## src/rtl/or32_accum_pkg.sv

```systemverilog
// Shared definitions for the or32_accum streaming OR-reduction stage.
package or32_accum_pkg;

    localparam int DEF_WIDTH = 32;
    localparam int DEF_LEN_W = 8;

    typedef enum logic [1:0] {
        ST_IDLE = 2'd0,
        ST_ACC  = 2'd1,
        ST_DONE = 2'd2
    } state_t;

endpackage

```

## src/rtl/or32_accum_or32.sv

```systemverilog
// or32: 32-bit bitwise OR gate, the datapath of or32_accum.
module or32 (
    input  logic [31:0] a,
    input  logic [31:0] b,
    output logic [31:0] y
);

    assign y = a | b;

endmodule

```

## src/rtl/or32_accum.sv

```systemverilog
// or32_accum: start-triggered, length-counted OR accumulator with a
// valid/ready word input and a single-entry result buffer.
module or32_accum
    import or32_accum_pkg::*;
#(
    parameter int WIDTH = DEF_WIDTH,
    parameter int LEN_W = DEF_LEN_W
) (
    input  logic             clk,
    input  logic             rst_n,
    input  logic             start,
    input  logic [LEN_W-1:0] len,
    input  logic             in_valid,
    output logic             in_ready,
    input  logic [WIDTH-1:0] in_data,
    output logic             out_valid,
    input  logic             out_ready,
    output logic [WIDTH-1:0] out_data,
    output logic             out_all_ones,
    output logic             busy
);

    // The or32 gate fixes the datapath width.
    if (WIDTH != 32) begin : g_width_check
        $error("or32_accum: WIDTH must be 32 while or32 is the datapath");
    end

    state_t           state;
    state_t           state_nxt;
    logic [WIDTH-1:0] acc;
    logic [WIDTH-1:0] acc_or;
    logic [LEN_W-1:0] remaining;
    logic             in_fire;

    or32 u_or32 (
        .a (acc),
        .b (in_data),
        .y (acc_or)
    );

    assign in_fire      = in_valid && in_ready;
    assign out_data     = acc;
    assign out_all_ones = &acc;
    assign busy         = (state != ST_IDLE);

    // State register.
    // NOTE: sequential state uses non-blocking assignments so every flop
    // samples pre-edge values, regardless of block ordering.
    always_ff @(posedge clk or negedge rst_n) begin
        if (!rst_n) begin
            state <= ST_IDLE;
        end else begin
            state <= state_nxt;
        end
    end

    // Next-state and handshake outputs, decoded from state only.
    // NOTE: every output of this block gets a default first, so no path
    // leaves a signal unassigned and no latch is inferred.
    always_comb begin
        state_nxt = state;
        in_ready  = 1'b0;
        out_valid = 1'b0;
        unique case (state)
            ST_IDLE: begin
                if (start) begin
                    state_nxt = (len == '0) ? ST_DONE : ST_ACC;
                end
            end
            ST_ACC: begin
                in_ready = 1'b1;
                if (in_valid && remaining == LEN_W'(1)) begin
                    state_nxt = ST_DONE;
                end
            end
            ST_DONE: begin
                out_valid = 1'b1;
                if (out_ready) begin
                    state_nxt = ST_IDLE;
                end
            end
            default: begin
                state_nxt = ST_IDLE;
            end
        endcase
    end

    // Accumulator and word counter: cleared on start, updated per handshake.
    always_ff @(posedge clk or negedge rst_n) begin
        if (!rst_n) begin
            acc       <= '0;
            remaining <= '0;
        end else begin
            if (state == ST_IDLE && start) begin
                acc       <= '0;
                remaining <= len;
            end else if (in_fire) begin
                acc       <= acc_or;
                remaining <= remaining - LEN_W'(1);
            end
        end
    end

endmodule
```

## config.mk

```make
export PLATFORM = sky130hd
export DESIGN_NAME = or32_accum
export DESIGN_NICKNAME = d
export VERILOG_FILES = /design/src/rtl/or32_accum_pkg.sv /design/src/rtl/or32_accum_or32.sv /design/src/rtl/or32_accum.sv
export SDC_FILE = /design/constraint.sdc
export NUM_CORES = 1
export LEC_CHECK = 0
export CELL_PAD_IN_SITES_DETAIL_PLACEMENT = 0
export CELL_PAD_IN_SITES_GLOBAL_PLACEMENT = 1
export CORE_MARGIN = 2
export CORE_UTILIZATION = 27
export CTS_BUF_LIST = sky130_fd_sc_hd__clkbuf_16
export CTS_CLUSTER_DIAMETER = 40
export CTS_CLUSTER_SIZE = 25
export DETAILED_ROUTE_END_ITERATION = 6
export GPL_ROUTABILITY_DRIVEN = 0
export PLACE_DENSITY_LB_ADDON = 0.1
export SLEW_MARGIN = 15
export SYNTH_ARGS = -nofsm -noshare
export SYNTH_HDL_FRONTEND = slang
export SYNTH_SLANG_ARGS = --single-unit
```

## constraint.sdc

```tcl
create_clock -name clk -period 1.75 [get_ports clk]
set_clock_uncertainty 0.2 [all_clocks]
set_input_delay 0.4375 -clock clk [delete_from_list [all_inputs] [get_ports clk]]
set_output_delay 0.4375 -clock clk [all_outputs]
set_load 0.01 [all_outputs]
```

-- Yosys cells after proc, flatten, opt, wreduce, memory -nomap -nowiden
Cells that the tools add are included.
- $add $sub $neg: 1
- eq/ne operators: 6
- muxes and demuxes: 11
- bitwise logic cells: 1
- reduce and logical (&&, ||, !) cells: 9
- operators by type and width (operator ; number):
    $mux W32 ; 2
    $or A32 B32 Y32 ; 1
    $reduce_and A32 Y1 ; 1
    $mux W8 ; 2
    $eq A8 B1 Y1 const B ; 1
    $logic_not A8 Y1 ; 1
    $mux W2 ; 4
    $sub A8 B1 Y8 const B ; 1
    $ne A2 B2 Y1 const B ; 3
    $pmux W2 S3 ; 1
    $reduce_bool A2 Y1 ; 2
    $logic_and A1 B1 Y1 ; 3
    $reduce_and A3 Y1 ; 1
    $eq A2 B1 Y1 const B ; 1
    $eq A2 B2 Y1 const B ; 1
    $logic_not A2 Y1 ; 1
    $mux W1 ; 2
- register bits: 42
- bits of input ports: 45
- word-level logic and storage cells: 31

-- Depth between registers and ports, before layout
- depth in word-level cells: 5
- mapped depth: 6
- depth with buffers taken out: 5

-- Hierarchy
Synthesis repeated with hierarchy kept, for this count alone.
- cell total of the unflattened synthesis: 187
- area total of the unflattened synthesis: 2079.5 µm²
- by module, submodules not included (module ; instances ; cells an instance ; area each (µm²)):
    or32_accum ; 1 ; 155 ; 1879.3
    or32 ; 1 ; 32 ; 200.2

-- Least setup slack after synthesis
OpenSTA, ideal clock, no wires.
- kind: reg-to-output
- from: reg acc[7], in the netlist out_data[7]
- to: out out_all_ones
- arrival time: 1.179 ns
- required time: 1.112 ns
- slack: -0.067 ns
- stages on the path, launching flop included: 4
- path buffers: 0
- cells stage by stage: dfrtp_1 -> nand4_1 -> or4_1 -> nor2_1
- word-level cells in the longest chain between the ends: 1
- RTL lines (item ; line ; RTL):
    start, declared ; or32_accum.sv:30 ; logic [WIDTH-1:0] acc;
    start signal, assigned ; or32_accum.sv:98 ; acc <= acc_or;
    $reduce_and A32 Y1 ; or32_accum.sv:43 ; assign out_all_ones = &acc;
    end, declared ; or32_accum.sv:19 ; output logic out_all_ones,
Every way passes these cells.

-- Worst setup path in the final report
- from: reg acc[27], in the netlist out_data[27]
- to: out out_all_ones
The elaborated chain is that of the path after synthesis.

==> metrics.md <==
| Metric | Value |
|---|---|
| Max clock buf depth | `2` |
| Initial antenna violation count | `0` |
| Reg2reg path depth | `5` |
| Failing checks | `negative setup slack` |
| Row count | `30` |
| Layout Cells excl Fill | `410` |
| Hold_ws | `0.3843 ns` |
| HP Start | `remaining[7]$_DFFE_PN0P_` |
| Clk root buf | `clkbuf_16` |
| Final wirelength | `5494 um` |
| Hold depth | `2` |
| Final net count | `376` |
| Ratio of cells with drive above 1 in the final layout | `0.2848` |
| Final worst setup slack | `-0.3981 ns` |
| Peak supply drop | `657.0 uV` |
| Max_slew headroom | `0.8514` |
| # Max-Cap Violations | `0` |
| GRT met3 Usage | `0.03429` |
| Crit path DAT | `1.51 ns` |
| Post-placement cell area | `0.003168 mm2` |
| CP Data Required Time | `1.11 ns` |
| Min Tclk post-route | `2.148 ns` |
| Slew Viols, Final | `0` |
| Die Wd | `86.45 um` |
| CTS tree | `built` |
| Worst skew pair latency | `0.27 ns` |
| Crit Path Max Fanout | `2` |
| Area growth syn-to-layout | `88.68%` |
| Final instance area | `0.003463 mm2` |
| Hold Path Class | `reg -> reg` |
| Met2 Resource Use GR | `0.2587` |
| Post-synth cell types | `37` |
| Setup CP Type | `reg -> out` |
| EDFF count, synth | `0` |
| Pwr Total | `5.330 mW` |
| Reg-to-Reg Start | `state[1]$_DFFE_PN0P_` |
| Syn Inst Count | `189` |
| Initial DRT Pass Iterations | `4` |
| Global Route Usage Sum | `0.1518` |
| Asr flop ratio synth | `1.000` |
| CTS clk-pin slew, worst paths | `0.06 ns` |
| Dpl ws | `-0.5832 ns` |
| Most used DFF post-synth | `dfrtp_1` |
| Setup TNS Final | `-0.5992 ns` |
| Seq/Total Area, Yosys | `0.5726` |
| Grt total ovfl | `0` |
| Diode count | `0` |
| Final setup viols | `5` |
| Core Util, Final | `0.5184` |
| Count of input and output buffers | `80` |
| DRC violations left | `0` |
| Drt via density | `4.659` |
| Hpwl dp | `4058 um` |
| Final ANT Viol Nets | `0` |
| Status | `finished with violations` |
| Die area | `0.007474 mm2` |
| Crit. End Element | `output pin` |
| Num CTS Buffers | `5` |
| # clock sinks | `42` |
| Syn_area_per_cell | `9.712 um2` |
| Worst Max-Slew Pin Slew | `0.2209 ns` |
| GR peak layer | `met2` |
| Routed length per instance | `13.40 um` |
| Unrepaired setup endpoints after global routing | `true` |
| Syn nets | `236` |
| Hold Fails Final Rpt | `0` |
| Cell Area, Synth | `0.001836 mm2` |
| Startpoint types | `flip-flop` |
| Core Box Area | `0.006681 mm2` |
| Power per Cell Area | `1539 mW/mm2` |
| Vias in the first global route | `2007` |
| Worst setup path startpoint | `out_data[27]$_DFFE_PN0P_` |
| Seq cells post-synth | `42` |
| Tcrit/Tclk final | `1.228` |
| Top Ports | `81` |
| Largest net degree at the start of global routing | `43` |
| Syn. warnings | `0` |
| Via count | `1910` |
| DIE HEIGHT | `86.45 um` |
| M1 GR Usage | `0.1918` |
| Initial DRC Count | `59` |
| H-tree depth | `2` |
| Leakage power | `1.484 nW` |
| Cell total after placement | `396` |
| Max Clk Rate | `465.5 MHz` |
| Initial Utilization | `0.2747` |
| First-pass GRT wire length | `8997 um` |
-- path summary, 6_finish.rpt --
kind	end	slack (ns)
max	out_all_ones	-0.40
min	remaining[7]$_DFFE_PN0P_	0.38
max reg2reg	remaining[7]$_DFFE_PN0P_	-0.08
min reg2reg	remaining[7]$_DFFE_PN0P_	0.38
max in group asynchronous	out_data[15]$_DFFE_PN0P_	0.68
min in group asynchronous	out_data[5]$_DFFE_PN0P_	0.46
-- worst max-delay path, cell delays in order (launching register included) --
cell and delay (ns):
dfrtp_1 0.34, nand4_1 0.12, or4_4 0.54, nor2_4 0.12, buf_6 0.11
-- state kept, by name (all words and copies together) (netlist names) --
register   flops
out_data      32
state          2
remaining      8
-- cell type report --
| class | instances | area (um2) |
|---|---|---|
| multi-input cells | 129 | 803.3 |
| repair buffers | 145 | 1297 |
| flip-flops and latches | 42 | 1051 |
| inverters | 6 | 22.52 |
| clock inverters | 3 | 63.81 |
| fillers | 639 | 3218 |
| clock buffers | 5 | 125.1 |
| well taps | 80 | 100.1 |
-- synth_stat cells, types with 2 or more instances --
cell | n | share of area
a21oi_1 | 33 | 0.090
buf_1 | 2 | 0.0041
buf_2 | 5 | 0.014
clkbuf_1 | 5 | 0.010
dfrtp_1 | 42 | 0.57
ha_1 | 2 | 0.014
inv_1 | 6 | 0.012
nand2_1 | 8 | 0.016
nand3_1 | 3 | 0.0082
nand4_1 | 9 | 0.031
nor2_1 | 38 | 0.078
nor2b_1 | 2 | 0.0068
nor3_1 | 2 | 0.0055
nor4_1 | 3 | 0.010
o211ai_1 | 3 | 0.012
or2_2 | 2 | 0.0068
or4_1 | 4 | 0.016
-- layout by cell type, fill, tap and decap left out, types with 2 or more instances in the layout --
master           count
buf_12               3
buf_6                9
buf_4               55
o211ai_1             3
or4_4                3
buf_2                3
dlygate4sd2_1       30
ha_1                 2
inv_1                6
clkbuf_16            5
clkdlybuf4s50_1     43
nand3_1              3
nor4_2               2
nand4_1              9
bufinv_16            2
a21oi_1             33
dfrtp_1             42
nor2_1              37
nand2_1              8
-- timing repair --
item,in CTS,in global routing
pin swaps,3,5
hold buffers,1,0
gates resized for setup,61,21
hold endpoints to repair,42,0
setup buffers,3,2
setup endpoints to repair,41,13
-- metal layers --
layer,share of wire,wire length (um)
met1,0.45,2467
met2,0.49,2688
met3,0.048,261
met4,0.014,76
met5,0,0
-- report_power, final --
part | internal (mW) | leakage (nW) | total [mW] | switching (mW)
Combinational | 1.39 | 0.934 | 2.53 | 1.14
Sequential | 1.39 | 0.459 | 1.64 | 0.249
Clock | 0.811 | 0.0915 | 1.16 | 0.347
-- kinds of logic (layout without fill, tap and decap cells) --
kind of cell / count (synthesis) / count (layout) / synth area share
simple gates: 78 / 78 / 0.2113
buf+inv: 18 / 159 / 0.04022
fa+ha+maj: 2 / 2 / 0.01363
flops: 42 / 42 / 0.5726
mux: 1 / 1 / 0.005454
compound gates: 48 / 48 / 0.1568
(Power assumes the default switching activity.)
